===== config.mk =====
export PLATFORM = sky130hd
export DESIGN_NAME = cart_unlock_host_flat
export DESIGN_NICKNAME = d
export VERILOG_FILES = /design/src/rtl/cart_unlock_host_if.sv /design/src/rtl/cart_unlock_host.sv /design/src/flat_wrapper.sv
export SDC_FILE = /design/constraint.sdc
export NUM_CORES = 1
export LEC_CHECK = 0
export ABC_CLOCK_PERIOD_IN_PS = 2600
export CORE_MARGIN = 1.5
export CORE_UTILIZATION = 25
export CTS_CLUSTER_SIZE = 24
export DETAILED_ROUTE_END_ITERATION = 8
export HOLD_SLACK_MARGIN = 0.05
export PLACE_DENSITY_LB_ADDON = 0.05
export REMOVE_ABC_BUFFERS = 1
export SLEW_MARGIN = 20
export SYNTH_ARGS = -nofsm -noshare
export SYNTH_HDL_FRONTEND = slang
export SYNTH_SLANG_ARGS = --single-unit

===== constraint.sdc =====
create_clock -name CLK -period 2.6 [get_ports CLK]
set_input_delay 0.52 -clock CLK [delete_from_list [all_inputs] [get_ports CLK]]
set_output_delay 0.52 -clock CLK [all_outputs]
set_load 0.02 [all_outputs]

===== src/rtl/cart_unlock_host_if.sv =====
// cart_unlock_host_if: cartridge unlock bus plus host status, master = host side.
interface cart_unlock_host_if;
    logic        START;
    logic [7:0]  ADDR;
    logic        CEn;
    logic        SSn;
    logic        SI;
    logic        BUSY;
    logic        DONE;
    logic        ERR;
    logic [15:0] WORD;
    logic        UNLOCKED;
    modport master (input START, SI, output ADDR, CEn, SSn, BUSY, DONE, ERR, WORD, UNLOCKED);
    modport slave  (output START, SI, input ADDR, CEn, SSn, BUSY, DONE, ERR, WORD, UNLOCKED);
endinterface


===== src/rtl/cart_unlock_host.sv =====
// cart_unlock_host: issues the 5A/A5 unlock address pair, then receives a framed
// 16-bit LSB-first word on SI and latches the sticky UNLOCKED flag on a match.
module cart_unlock_host #(
    parameter int unsigned   TIMEOUT     = 32,
    parameter logic [15:0]   EXPECT_WORD = 16'h28A0
) (
    input  logic               CLK,
    input  logic               RSTn,
    cart_unlock_host_if.master bus
);
    typedef enum logic [2:0] {S_IDLE, S_ACK, S_NAK, S_WAIT, S_DATA, S_STOP, S_DONE, S_FAIL} state_t;
    state_t      state_q, state_d;
    logic [3:0]  bcnt_q, bcnt_d;
    logic [7:0]  tcnt_q, tcnt_d;
    logic [15:0] word_q, word_d;
    logic        unl_q, unl_d;
    always_ff @(posedge CLK or negedge RSTn) begin
        if (!RSTn) state_q <= S_IDLE;
        else       state_q <= state_d;
    end
    always_comb begin
        state_d = state_q;
        case (state_q)
            S_IDLE, S_DONE, S_FAIL: state_d = bus.START ? S_ACK : state_q;
            S_ACK:  state_d = S_NAK;
            S_NAK:  state_d = S_WAIT;
            S_WAIT: state_d = !bus.SI ? S_DATA : (tcnt_q == 8'(TIMEOUT - 1)) ? S_FAIL : S_WAIT;
            S_DATA: state_d = (bcnt_q == 4'd15) ? S_STOP : S_DATA;
            S_STOP: state_d = bus.SI ? S_FAIL : S_DONE;
            default: state_d = S_IDLE;
        endcase
    end
    always_comb begin
        bus.ADDR     = (state_q == S_ACK) ? 8'h5A : (state_q == S_NAK) ? 8'hA5 : 8'hFF;
        bus.CEn      = !(state_q inside {S_ACK, S_NAK});
        bus.SSn      = 1'b1;
        bus.BUSY     = state_q inside {S_ACK, S_NAK, S_WAIT, S_DATA, S_STOP};
        bus.DONE     = state_q == S_DONE;
        bus.ERR      = state_q == S_FAIL;
        bus.WORD     = word_q;
        bus.UNLOCKED = unl_q;
    end
    // Datapath: counters and the received word, cleared on each accepted START.
    always_comb begin
        bcnt_d = bcnt_q;
        tcnt_d = tcnt_q;
        word_d = word_q;
        unl_d  = unl_q;
        case (state_q)
            S_IDLE, S_DONE, S_FAIL: begin
                bcnt_d = bus.START ? 4'd0 : bcnt_q;
                tcnt_d = bus.START ? 8'd0 : tcnt_q;
                word_d = bus.START ? 16'd0 : word_q;
            end
            S_WAIT: begin
                bcnt_d = 4'd0;
                tcnt_d = bus.SI ? tcnt_q + 8'd1 : tcnt_q;
            end
            S_DATA: begin
                word_d = {bus.SI, word_q[15:1]};
                bcnt_d = bcnt_q + 4'd1;
            end
            S_STOP: unl_d = unl_q | (!bus.SI && word_q == EXPECT_WORD);
            default: ;
        endcase
    end
    always_ff @(posedge CLK or negedge RSTn) begin
        if (!RSTn) begin
            bcnt_q <= '0;
            tcnt_q <= '0;
            word_q <= '0;
            unl_q  <= 1'b0;
        end else begin
            bcnt_q <= bcnt_d;
            tcnt_q <= tcnt_d;
            word_q <= word_d;
            unl_q  <= unl_d;
        end
    end
endmodule


===== src/flat_wrapper.sv =====
// flat-port wrapper written by rule: the top's interface ports become plain ports
module cart_unlock_host_flat 
#(
    parameter int unsigned   TIMEOUT     = 32,
    parameter logic [15:0]   EXPECT_WORD = 16'h28A0
)
  (CLK, RSTn, bus_START, bus_SI, bus_ADDR, bus_CEn, bus_SSn, bus_BUSY, bus_DONE, bus_ERR, bus_WORD, bus_UNLOCKED);
  cart_unlock_host_if bus_i ();
  input  logic CLK;
  input  logic RSTn;
  input wire logic [$bits(bus_i.START)-1:0] bus_START;
  input wire logic [$bits(bus_i.SI)-1:0] bus_SI;
  output wire logic [$bits(bus_i.ADDR)-1:0] bus_ADDR;
  output wire logic [$bits(bus_i.CEn)-1:0] bus_CEn;
  output wire logic [$bits(bus_i.SSn)-1:0] bus_SSn;
  output wire logic [$bits(bus_i.BUSY)-1:0] bus_BUSY;
  output wire logic [$bits(bus_i.DONE)-1:0] bus_DONE;
  output wire logic [$bits(bus_i.ERR)-1:0] bus_ERR;
  output wire logic [$bits(bus_i.WORD)-1:0] bus_WORD;
  output wire logic [$bits(bus_i.UNLOCKED)-1:0] bus_UNLOCKED;
  assign bus_i.START = bus_START;
  assign bus_i.SI = bus_SI;
  assign bus_ADDR = bus_i.ADDR;
  assign bus_CEn = bus_i.CEn;
  assign bus_SSn = bus_i.SSn;
  assign bus_BUSY = bus_i.BUSY;
  assign bus_DONE = bus_i.DONE;
  assign bus_ERR = bus_i.ERR;
  assign bus_WORD = bus_i.WORD;
  assign bus_UNLOCKED = bus_i.UNLOCKED;
  cart_unlock_host #(.TIMEOUT(TIMEOUT), .EXPECT_WORD(EXPECT_WORD)) u_core (.CLK(CLK), .RSTn(RSTn), .bus(bus_i));
endmodule

==> flow_metrics.py <==
metrics = {
    "logic_synthesis": {
        "synthCells": 196,
        "yosysSeqAreaShare_pct": 45.26,
        "synth_top_cell_by_area": "dfrtp_1",
        "muxShareOfSynthArea_pct": 0.6365,
        "synth_top_cells_by_area": "dfrtp_1 45%, nand2_1 8.1%, nand3_1 6.2%, o21ai_0 3.1%, buf_4 3.0%",
        "synth_top_family_by_area": "simple AND/OR/NAND/NOR gates",
        "synth_seq_cells": 32,
        "yosys.cell_types.count": 46,
        "synthXorXnorAreaFrac_pct": 0,
        "synth_fa_ha_area_share_pct": 2.122,
        "yosys.area_share.simple_pct": 28.93,
        "ys_warn_count": 0,
        "synth_compound_area_share_pct": 15.77,
        "netlist.area_leader.share_pct": 45.26,
        "synth_edf_count": 0,
        "async_flop_share_pct": 100.0,
        "ys.flop_type": "dfrtp_1",
        "synthesis.area_um2": 1769,
        "postSynthAreaPerCell_um2": 9.027,
    },
    "worst_setup_path": {
        "crit_type": "reg2out",
        "cp_slowest_cell": "clkdlybuf4s50_1",
        "startpoint_type": "register",
        "cp_max_fo": 7,
        "arrival_ps": 1840,
        "crit_path_end_kind": "primary output",
        "crit_required_ps": 2080,
        "cpPeakStageDelay_ps": 550,
        "cp_cell_sequence": "nand2b_1 > or2_2 > clkdlybuf4s50_1",
    },
    "drt": {
        "drt-initial-drc-count": 100,
        "routedWlPerCell_um": 13.79,
        "dr.pass1.iters": 4,
        "viasPerCell": 4.734,
        "routed_wl_um": 4413,
        "num_vias": 1515,
        "drc": 0,
        "detail-route-antenna-nets": 0,
    },
    "sta": {
        "setup_viol": 0,
        "final_hold_viol_count": 0,
        "worst_pin_slew_ps": 694.5,
        "max_freq_mhz": 424.1,
        "rsz0062_at_grt": "false",
        "skew_ps": 7.974,
        "fin_crit_ps": 2358,
        "fin_crit_sh_pct": 90.69,
        "finalSetupTns_ps": 0,
        "slew_viol_final": 0,
        "maxSlewHeadroom_pct": 53.56,
    },
    "global_route": {
        "grtUsageTotal_pct": 12.57,
        "antenna_found_initial": 0,
        "grt_pass1_wl_um": 7472,
        "grt_pass1_vias": 1504,
        "grt_max_degree": 33,
        "grt-ovfl-total": 0,
    },
    "layout": {
        "layout.nets": 230,
        "fill_cells": 709,
        "finalNonFillerCells": 320,
        "drive_above_1_share_pct": 9.821,
        "final_cell_area_um2": 2250,
        "regArea_um2": 802.0,
        "antenna_cells": 0,
        "area_growth_pct": 27.16,
        "multi_input_area_um2": 843.3,
    },
    "cts": {
        "cts_tree": "built",
        "clk_pin_slew_ps": 70,
        "ctsLongestPathBuffers": 2,
        "clock_sinks": 32,
        "cts_buffers": 5,
        "ctsResizeCount": 0,
        "htree_levels": 2,
        "cts-root-buf": "clkbuf_8",
        "clk_latency_ps": 280,
        "hold_buffers": 0,
        "postCtsSetupRepairBufs": 0,
    },
    "power_and_ir_drop": {
        "cellLeakagePower_nw": 1.035,
        "vdd_ir_drop_max_mv": 0.4848,
        "p_per_area_nw_per_um2": 983.8,
        "total_power_mw": 2.213,
    },
    "run_status": {
        "status": "finished, final reports clean",
    },
    "min_path": {
        "hold_class": "reg2reg",
    },
    "placement": {
        "portBuffers": 32,
        "gp_congestion": 0.8262,
        "placed_cell_area_um2": 2141,
        "placed_cells": 312,
        "dp_hpwl_um": 3033,
    },
    "floorplan": {
        "core_um2": 6832,
        "fp-row-count": 30,
        "die_area_um2": 7591,
        "dieHeight_um": 87.13,
        "ios": 34,
        "start_util_pct": 25.90,
        "die_x_um": 87.13,
    },
    "run": {
        "max_cap_viol_count": 0,
    },
}
## worst max-delay path, delay by kind of cell (launching register included)
family | cells | cell delay (ps)
buffers and inverters | 1 | 550
flip-flops | 1 | 440
AND/OR/NAND/NOR | 2 | 560
## registers in the layout (all words and copies together), names as in the netlist
| register | flops |
|---|---|
| u_core.bus.WORD | 16 |
| u_core.tcnt_q | 8 |
| u_core.bcnt_q | 4 |
| u_core.state_q | 3 |
| u_core.bus.UNLOCKED | 1 |
## report_power, final
part	leakage [nW]	internal (mW)	switching [mW]
registers	0.439	0.557	0.0970
logic	0.540	0.467	0.625
clock network	0.0552	0.284	0.182
total	1.03	1.31	0.904
## cell type report
class,count,area share [%]
Sequential cell,32,35.65
Inverter,3,0.5006
Timing Repair Buffer,38,16.24
Tap cell,96,5.339
Clock buffer,6,3.226
Multi-Input combinational cell,143,37.49
Clock inverter,2,1.557
## logic make-up (layout without fill, tap and decap cells)
kind of cell    count (synthesis)  in the layout
other cells                     1              1
compound gates                 40             40
fa+ha+maj                       3              3
flops                          32             32
buf+inv                        21             49
simple gates                   98             98
mux                             1              1
## metrics by stage
stage          hold WS (ps)  worst slack, ps  utilization, %
2_1_floorplan         224.4            310.5               -
3_3_place_gp          465.3            447.6           31.34
3_5_place_dp          456.7            402.6           31.34
4_1_cts               472.9            87.35           32.91
5_1_grt               501.6            135.7           32.93
6_report              472.1            242.0           32.93
## Yosys cell counts (all sizes together), types with 2 or more instances
master,count
a22o,4
nand4,2
and3,4
o22ai,3
o21ai,11
or4,3
nand3,23
nor2b,4
nand2b,3
a21oi,3
a31oi,2
o21a,3
buf,13
nor4,2
dfrtp,32
nor3,3
nor3b,4
inv,3
ha,3
nor2,5
clkbuf,5
and2,2
nand2,38
o211ai,4
a21o,3
## path summary, 6_finish.rpt
| path | end | slack, ps | start | cells after the start |
|---|---|---|---|---|
| hold reg to reg | u_core.bus.UNLOCKED | 470 | u_core.bus.UNLOCKED | 1 |
| setup reg to reg | u_core.bus.WORD[15] | 890 | u_core.state_q[2] | 4 |
| max in group asynchronous | u_core.state_q[0] | 1600 | RSTn | 2 |
| hold / removal | u_core.bus.UNLOCKED | 470 | u_core.bus.UNLOCKED | 1 |
| setup / recovery | bus_ADDR[2] | 240 | u_core.state_q[1] | 3 |
| min in group asynchronous | u_core.tcnt_q[0] | 650 | RSTn | 2 |
## cell usage in the layout, fill, tap and decap left out, types with 4 or more instances in the layout
cell type        instances
nand2_1                 38
clkdlybuf4s50_1         32
dfrtp_1                 31
nand3_1                 22
o21ai_0                 10
buf_4                    6
nor2_1                   5
clkbuf_8                 5
and3_1                   4
nor2b_1                  4
a22o_1                   4
o211ai_1                 4
## layer usage
layer,wire length (um),vias to the layer above,part of all wire [%],track usage [%]
met2,2093,37,47,20.30
met1,2142,732,49,16.58
met3,149,2,3.4,3.033
met5,0,-,0,0
li1,-,744,-,-
met4,27,0,0.61,4.040
Power figures use the tool's default switching activity.
